[src/rtl/pll_lock_supervisor.sv]
// Lock supervisor for a bank of PLLs: synchronises each locked flag, pulses the PLL
// reset, debounces lock, retries on timeout or lock loss and latches a fault after too many tries.
module pll_lock_supervisor #(
    parameter int NUM_PLLS           = 2,
    parameter int RESET_PULSE_CYCLES = 16,
    parameter int DEBOUNCE_CYCLES    = 1024,
    parameter int LOCK_TIMEOUT       = 125000,
    parameter int MAX_RETRIES        = 3,
    parameter int RETRY_W            = $clog2(MAX_RETRIES + 1)
) (
    input  logic                          clk,
    input  logic                          reset,
    input  logic [NUM_PLLS-1:0]           pll_locked_async,
    input  logic [NUM_PLLS-1:0]           clear_fault,
    output logic [NUM_PLLS-1:0]           pll_reset,
    output logic [NUM_PLLS-1:0]           pll_ok,
    output logic [NUM_PLLS-1:0]           fault,
    output logic [NUM_PLLS*RETRY_W-1:0]   retry_count,
    output logic                          all_ok,
    output logic                          sys_reset
);

    localparam int RST_W = $clog2(RESET_PULSE_CYCLES) + 1;
    localparam int DEB_W = $clog2(DEBOUNCE_CYCLES) + 1;
    localparam int TO_W  = $clog2(LOCK_TIMEOUT) + 1;

    localparam logic [RST_W-1:0]   RST_LAST  = RST_W'(RESET_PULSE_CYCLES - 1);
    localparam logic [DEB_W-1:0]   DEB_LAST  = DEB_W'(DEBOUNCE_CYCLES - 1);
    localparam logic [TO_W-1:0]    TO_LAST   = TO_W'(LOCK_TIMEOUT - 1);
    localparam logic [RETRY_W-1:0] RETRY_MAX = RETRY_W'(MAX_RETRIES);

    typedef enum logic [1:0] {
        ST_RESET,
        ST_WAIT_LOCK,
        ST_LOCKED,
        ST_FAULT
    } state_t;

    logic [NUM_PLLS-1:0] sync1_reg;
    logic [NUM_PLLS-1:0] sync2_reg;
    logic                all_ok_reg;
    logic                sys_reset_reg;

    always_ff @(posedge clk) begin
        if (reset) begin
            sync1_reg <= '0;
            sync2_reg <= '0;
        end else begin
            sync1_reg <= pll_locked_async;
            sync2_reg <= sync1_reg;
        end
    end

    generate
        for (genvar gi = 0; gi < NUM_PLLS; gi++) begin : g_chan
            state_t             state_reg;
            logic [RST_W-1:0]   rst_cnt_reg;
            logic [DEB_W-1:0]   deb_cnt_reg;
            logic [TO_W-1:0]    to_cnt_reg;
            logic [RETRY_W-1:0] retry_reg;
            logic [RETRY_W-1:0] retry_next;
            state_t             fail_state;
            logic               lock_s;

            assign lock_s     = sync2_reg[gi];
            assign retry_next = (retry_reg == RETRY_MAX) ? RETRY_MAX : retry_reg + 1'b1;
            // A clear arriving with the failing attempt restarts the count, so it cannot fault.
            assign fail_state = (!clear_fault[gi] && retry_next == RETRY_MAX) ? ST_FAULT : ST_RESET;

            always_ff @(posedge clk) begin
                if (reset) begin
                    state_reg   <= ST_RESET;
                    rst_cnt_reg <= '0;
                    deb_cnt_reg <= '0;
                    to_cnt_reg  <= '0;
                    retry_reg   <= '0;
                end else begin
                    case (state_reg)
                        ST_RESET: begin
                            if (rst_cnt_reg == RST_LAST) begin
                                state_reg   <= ST_WAIT_LOCK;
                                deb_cnt_reg <= '0;
                                to_cnt_reg  <= '0;
                            end else begin
                                rst_cnt_reg <= rst_cnt_reg + 1'b1;
                            end
                        end
                        ST_WAIT_LOCK: begin
                            to_cnt_reg  <= to_cnt_reg + 1'b1;
                            deb_cnt_reg <= lock_s ? deb_cnt_reg + 1'b1 : '0;
                            // Debounce completion takes priority over a coincident timeout.
                            if (lock_s && deb_cnt_reg == DEB_LAST) begin
                                state_reg <= ST_LOCKED;
                            end else if (to_cnt_reg == TO_LAST) begin
                                state_reg   <= fail_state;
                                rst_cnt_reg <= '0;
                                retry_reg   <= retry_next;
                            end
                        end
                        ST_LOCKED: begin
                            if (!lock_s) begin
                                state_reg   <= fail_state;
                                rst_cnt_reg <= '0;
                                retry_reg   <= retry_next;
                            end
                        end
                        ST_FAULT: begin
                            if (clear_fault[gi]) begin
                                state_reg   <= ST_RESET;
                                rst_cnt_reg <= '0;
                            end
                        end
                        default: begin
                            state_reg   <= ST_RESET;
                            rst_cnt_reg <= '0;
                        end
                    endcase
                    if (clear_fault[gi]) begin
                        retry_reg <= '0;
                    end
                end
            end

            assign pll_reset[gi] = (state_reg == ST_RESET) || (state_reg == ST_FAULT);
            assign pll_ok[gi]    = (state_reg == ST_LOCKED);
            assign fault[gi]     = (state_reg == ST_FAULT);
            assign retry_count[gi*RETRY_W +: RETRY_W] = retry_reg;
        end
    endgenerate

    always_ff @(posedge clk) begin
        if (reset) begin
            all_ok_reg    <= 1'b0;
            sys_reset_reg <= 1'b1;
        end else begin
            all_ok_reg    <= &pll_ok;
            sys_reset_reg <= ~(&pll_ok);
        end
    end

    assign all_ok    = all_ok_reg;
    assign sys_reset = sys_reset_reg;

endmodule

[config.mk]
export PLATFORM = sky130hd
export DESIGN_NAME = pll_lock_supervisor
export DESIGN_NICKNAME = d
export VERILOG_FILES = /design/src/rtl/pll_lock_supervisor.sv
export SDC_FILE = /design/constraint.sdc
export NUM_CORES = 1
export LEC_CHECK = 0
export ABC_AREA = 1
export ABC_CLOCK_PERIOD_IN_PS = 2300
export CORE_ASPECT_RATIO = 1.2
export CORE_MARGIN = 4
export CORE_UTILIZATION = 45
export DETAILED_ROUTE_END_ITERATION = 7
export DONT_BUFFER_PORTS = 1
export PLACE_DENSITY = 0.63
export SKIP_LAST_GASP = 1
export SLEW_MARGIN = 20
export SYNTH_ARGS = -nofsm -noshare
export SYNTH_HDL_FRONTEND = slang
export SYNTH_SLANG_ARGS = --single-unit
[constraint.sdc]
create_clock -name clk -period 2.3 [get_ports clk]
set_input_delay 0.46 -clock clk [delete_from_list [all_inputs] [get_ports clk]]
set_output_delay 0.46 -clock clk [all_outputs]
set_load 0.05 [all_outputs]
==> summary.md <==
| Metric | Value |
|---|---|
| Final worst path period need | 2030 ps |
| Via count | 3,869 |
| Post-Synth XOR/XNOR Area | 0.614% |
| Crit Path Max Fanout | 8 |
| GRT Util Overall | 16.8% |
| CP max stage cell | dfxtp_1 |
| Least-Margin Pin Slew | 542 ps |
| Synth Area in Simple Gates | 33.4% |
| Reg power frac | 37.9% |
| Nets@finish | 670 |
| Period utilization | 88.1% |
| # Post-CTS Setup Buffers | 0 |
| VDD IR max | 0.620 mV |
| Max reg flops | 36 |
| Most frequent cells in the layout | 124 x nand2_1, 104 x nor2_1, 90 x inv_1, 82 x dfxtp_1, 54 x a21oi_1 |
| Fmax achieved | 493 MHz |
| Starting Density | 46.6% |
| Final Hold Viols | 0 |
| Post-CTS Resized | 0 |
| Sw Pwr | 1.45 mW |
| Hold Path Class | in2reg |
| Worst setup path endpoint | g_chan[1].to_cnt_reg[17]$_SDFFE_PP0P_ |
| Final clock skew | 7.68 ps |
| Setup crit end kind | flip-flop |
| Area of the multi-input gates | 2250 um^2 |
| Global Route met3 Usage | 3.52% |
| Reg clk slew, reported paths | 80 ps |
| Leak | 1.88 nW |
| Reg2reg end | g_chan[1].to_cnt_reg[17]$_SDFFE_PP0P_ |
| Share of total power in the clock network | 34.2% |
| Number of synthesized register bits | 82 |
| Fillcell total | 907 |
| Number of flops mapped to enable cells by yosys | 0 |
| Post-route DRC | 0 |
| Crit path cell chain | ha_1 > nand2_1 > nor2_1 > ha_1 > inv_1 > nand2_2 > o21ai_2 > nor2_4 > nand2_2 > nor2_4 > nand3_1 > o21ai_0 > nor2_1 |
| Primary FF master, synth | dfxtp_1 |
| Inserted Clock Buffers | 9 |
| Post-synth cell types | 36 |
| Initial antenna violation count | 0 |
| Row cnt | 38 |
| Final Setup Violations | 0 |
| I/O pin cnt | 18 |
| Worst EP required | 2550 ps |
| DP HPWL | 6750 um |
| Placed insts | 755 |
| Core Region | 9180 um^2 |
| Internal power | 2.87 mW |
| Total wire length | 8890 um |
| Slew Viols, Final | 0 |
| CTS root buf | clkbuf_8 |
| Combinational family with the most area after synthesis | simple AND/OR/NAND/NOR gates |
| WP data arrival | 2270 ps |
| Slew headroom | 63.8% |
| Critical path class | reg2reg |
| Fin cells | 770 |
| Hold buffers post-CTS | 0 |
| RR Startpoint | g_chan[1].rst_cnt_reg[0]$_SDFFE_PP0P_ |
| Crit start category | flip-flop |
| ANT nets after route | 0 |
| Pwr Density | 903 nW/um^2 |
| # clock sinks | 82 |
| DR vias/cell | 5.02 |
| Fraction of the mapped netlist area in adder cells | 5.26% |
| Async SR Flop Fraction | 0% |
| Comb pwr share | 27.9% |
| Slowest stage delay, CP | 360 ps |
| Max_cap viols | 0 |
| Initial DRT Pass Iterations | 5 |
| Synth warn | 0 |
| Mapped Nets | 654 |
| Iteration-0 DRC count of the detailed router | 116 |
| Setup TNS | 0 ps |
| N_diodes | 0 |
| Worst R2R Path Depth | 13 |
| DIE AREA | 11,100 um^2 |
| First-pass GRT wire length | 15,800 um |
| Clk Latency, worst-skew pair | 350 ps |
| RSZ-0062 raised after global routing | no |
| Share of cells above drive strength 1 | 8.62% |
| TritonCTS clock tree | yes |
| P&R area growth vs syn | 11.7% |
| Wire per inst | 11.5 um |
| Total gr overflow | 0 |
| Sw frac | 33.6% |
| Worst setup path startpoint | g_chan[1].rst_cnt_reg[0]$_SDFFE_PP0P_ |
| Outcome | complete, no violations |
| PortBufs | 0 |
| Post-synthesis sequential area ratio | 38.4% |
| Vias in the first global route | 3,732 |
| RePlAce Congestion | 0.848 |
| R2r setup slk | 270 ps |
| Die height | 115 um |
| Largest net degree at the start of global routing | 23 |
| Most common cell after layout, fill and taps aside | nand2_1 |
| Compound-gate portion of the synthesized area | 13.4% |
| FF+latch area | 1640 um^2 |
| Grt met1 use | 19.1% |
| Synthesized area | 4280 um^2 |
| H-tree Lvls | 3 |
| Gate Count Post-Synth | 630 |
| Die Wd | 97.0 um |
| Max clock buf depth | 2 |
| Multiplexer share of the synthesized area | 0% |
| Grt peak-use layer | met2 |
| Mean Syn Cell Area | 6.79 um^2 |
| GRT met2 Usage | 30.8% |
==> metal layers <==
layer	routed length, um	vias up
li1	-	2063
met1	4090	1750
met2	4450	44
met3	233	12
met4	122	0
met5	0	-
==> stage by stage <==
stage                     setup WS, ps  instance area (um^2)  hold slack, ps  util [%]  power, mW
final                              273                  4780             168      52.1       4.32
after global routing              46.7                  4780             142      52.1       4.59
after CTS                          271                  4780             144      52.1       4.37
after detailed placement           296                  4490             395      49.0       2.88
after global placement             328                  4490             395      49.0       2.86
after floorplan                    525                  4280             388         -       2.63
==> power groups by stage <==
stage	Combinational [mW]	Clock, mW	Sequential (mW)
6_report	1.21	1.48	1.64
5_1_grt	1.37	1.57	1.65
4_1_cts	1.21	1.52	1.64
3_5_place_dp	1.21	0	1.67
3_3_place_gp	1.19	0	1.67
2_1_floorplan	0.975	0	1.66
==> logic make-up (layout without fill, tap and decap cells) <==
kind of cell / after synthesis / in the layout
and+or+nand+nor: 324 / 324
xor gates and xnor gates: 3 / 3
buffers and inverters: 100 / 120
AOI/OAI and AO/OA: 103 / 103
DFF: 82 / 82
adders and majority gates: 18 / 18
==> worst max-delay path, delay by kind of cell (launching register included) <==
kind | cells | cell delay [ps]
AO/OA/AOI/OAI | 2 | 320
adder cells (fa/ha/maj) | 2 | 350
buffers and inverters | 1 | 70
flip-flops | 1 | 360
AND/OR/NAND/NOR | 8 | 830
==> how the worst min path moves through the flow <==
stage,cells past startpoint,slack [ps],endpoint,startpoint
global route,1,140,g_chan[0].rst_cnt_reg[0]$_SDFFE_PP0P_,reset
finish,1,170,g_chan[1].to_cnt_reg[1]$_SDFFE_PP0P_,reset
global placement,2,390,sync2_reg[0]$_SDFF_PP0_,sync1_reg[0]$_SDFF_PP0_
floorplan,2,390,sync2_reg[0]$_SDFF_PP0_,sync1_reg[0]$_SDFF_PP0_
CTS,1,140,g_chan[1].rst_cnt_reg[2]$_SDFFE_PP0P_,reset
detailed placement,2,390,sync2_reg[0]$_SDFF_PP0_,sync1_reg[0]$_SDFF_PP0_
==> synth_stat cells (all sizes together) (2+ instances only) <==
cell | instances | area share [%]
nand2 | 131 | 12
nor2 | 114 | 11
inv | 91 | 8.0
dfxtp | 82 | 38
a21oi | 54 | 6.3
nand3 | 34 | 4.5
o21ai | 32 | 4.2
nor3 | 23 | 2.8
ha | 18 | 5.3
nand4 | 15 | 2.2
a211oi | 5 | 0.88
a31oi | 5 | 0.73
clkbuf | 5 | 0.44
buf | 4 | 0.53
a21boi | 3 | 0.53
and3 | 2 | 0.29
o21a | 2 | 0.35
or2 | 2 | 0.29
xor2 | 2 | 0.41
==> final cells by class <==
cell class | instances | area share (%)
multi-input cells | 448 | 47.2
flip-flops and latches | 82 | 34.3
inverters | 91 | 7.14
clock inverters | 5 | 3.14
well taps | 120 | 3.14
clock buffers | 10 | 2.88
repair buffers | 14 | 2.20
No activity file was read; power rests on OpenSTA's default activity.
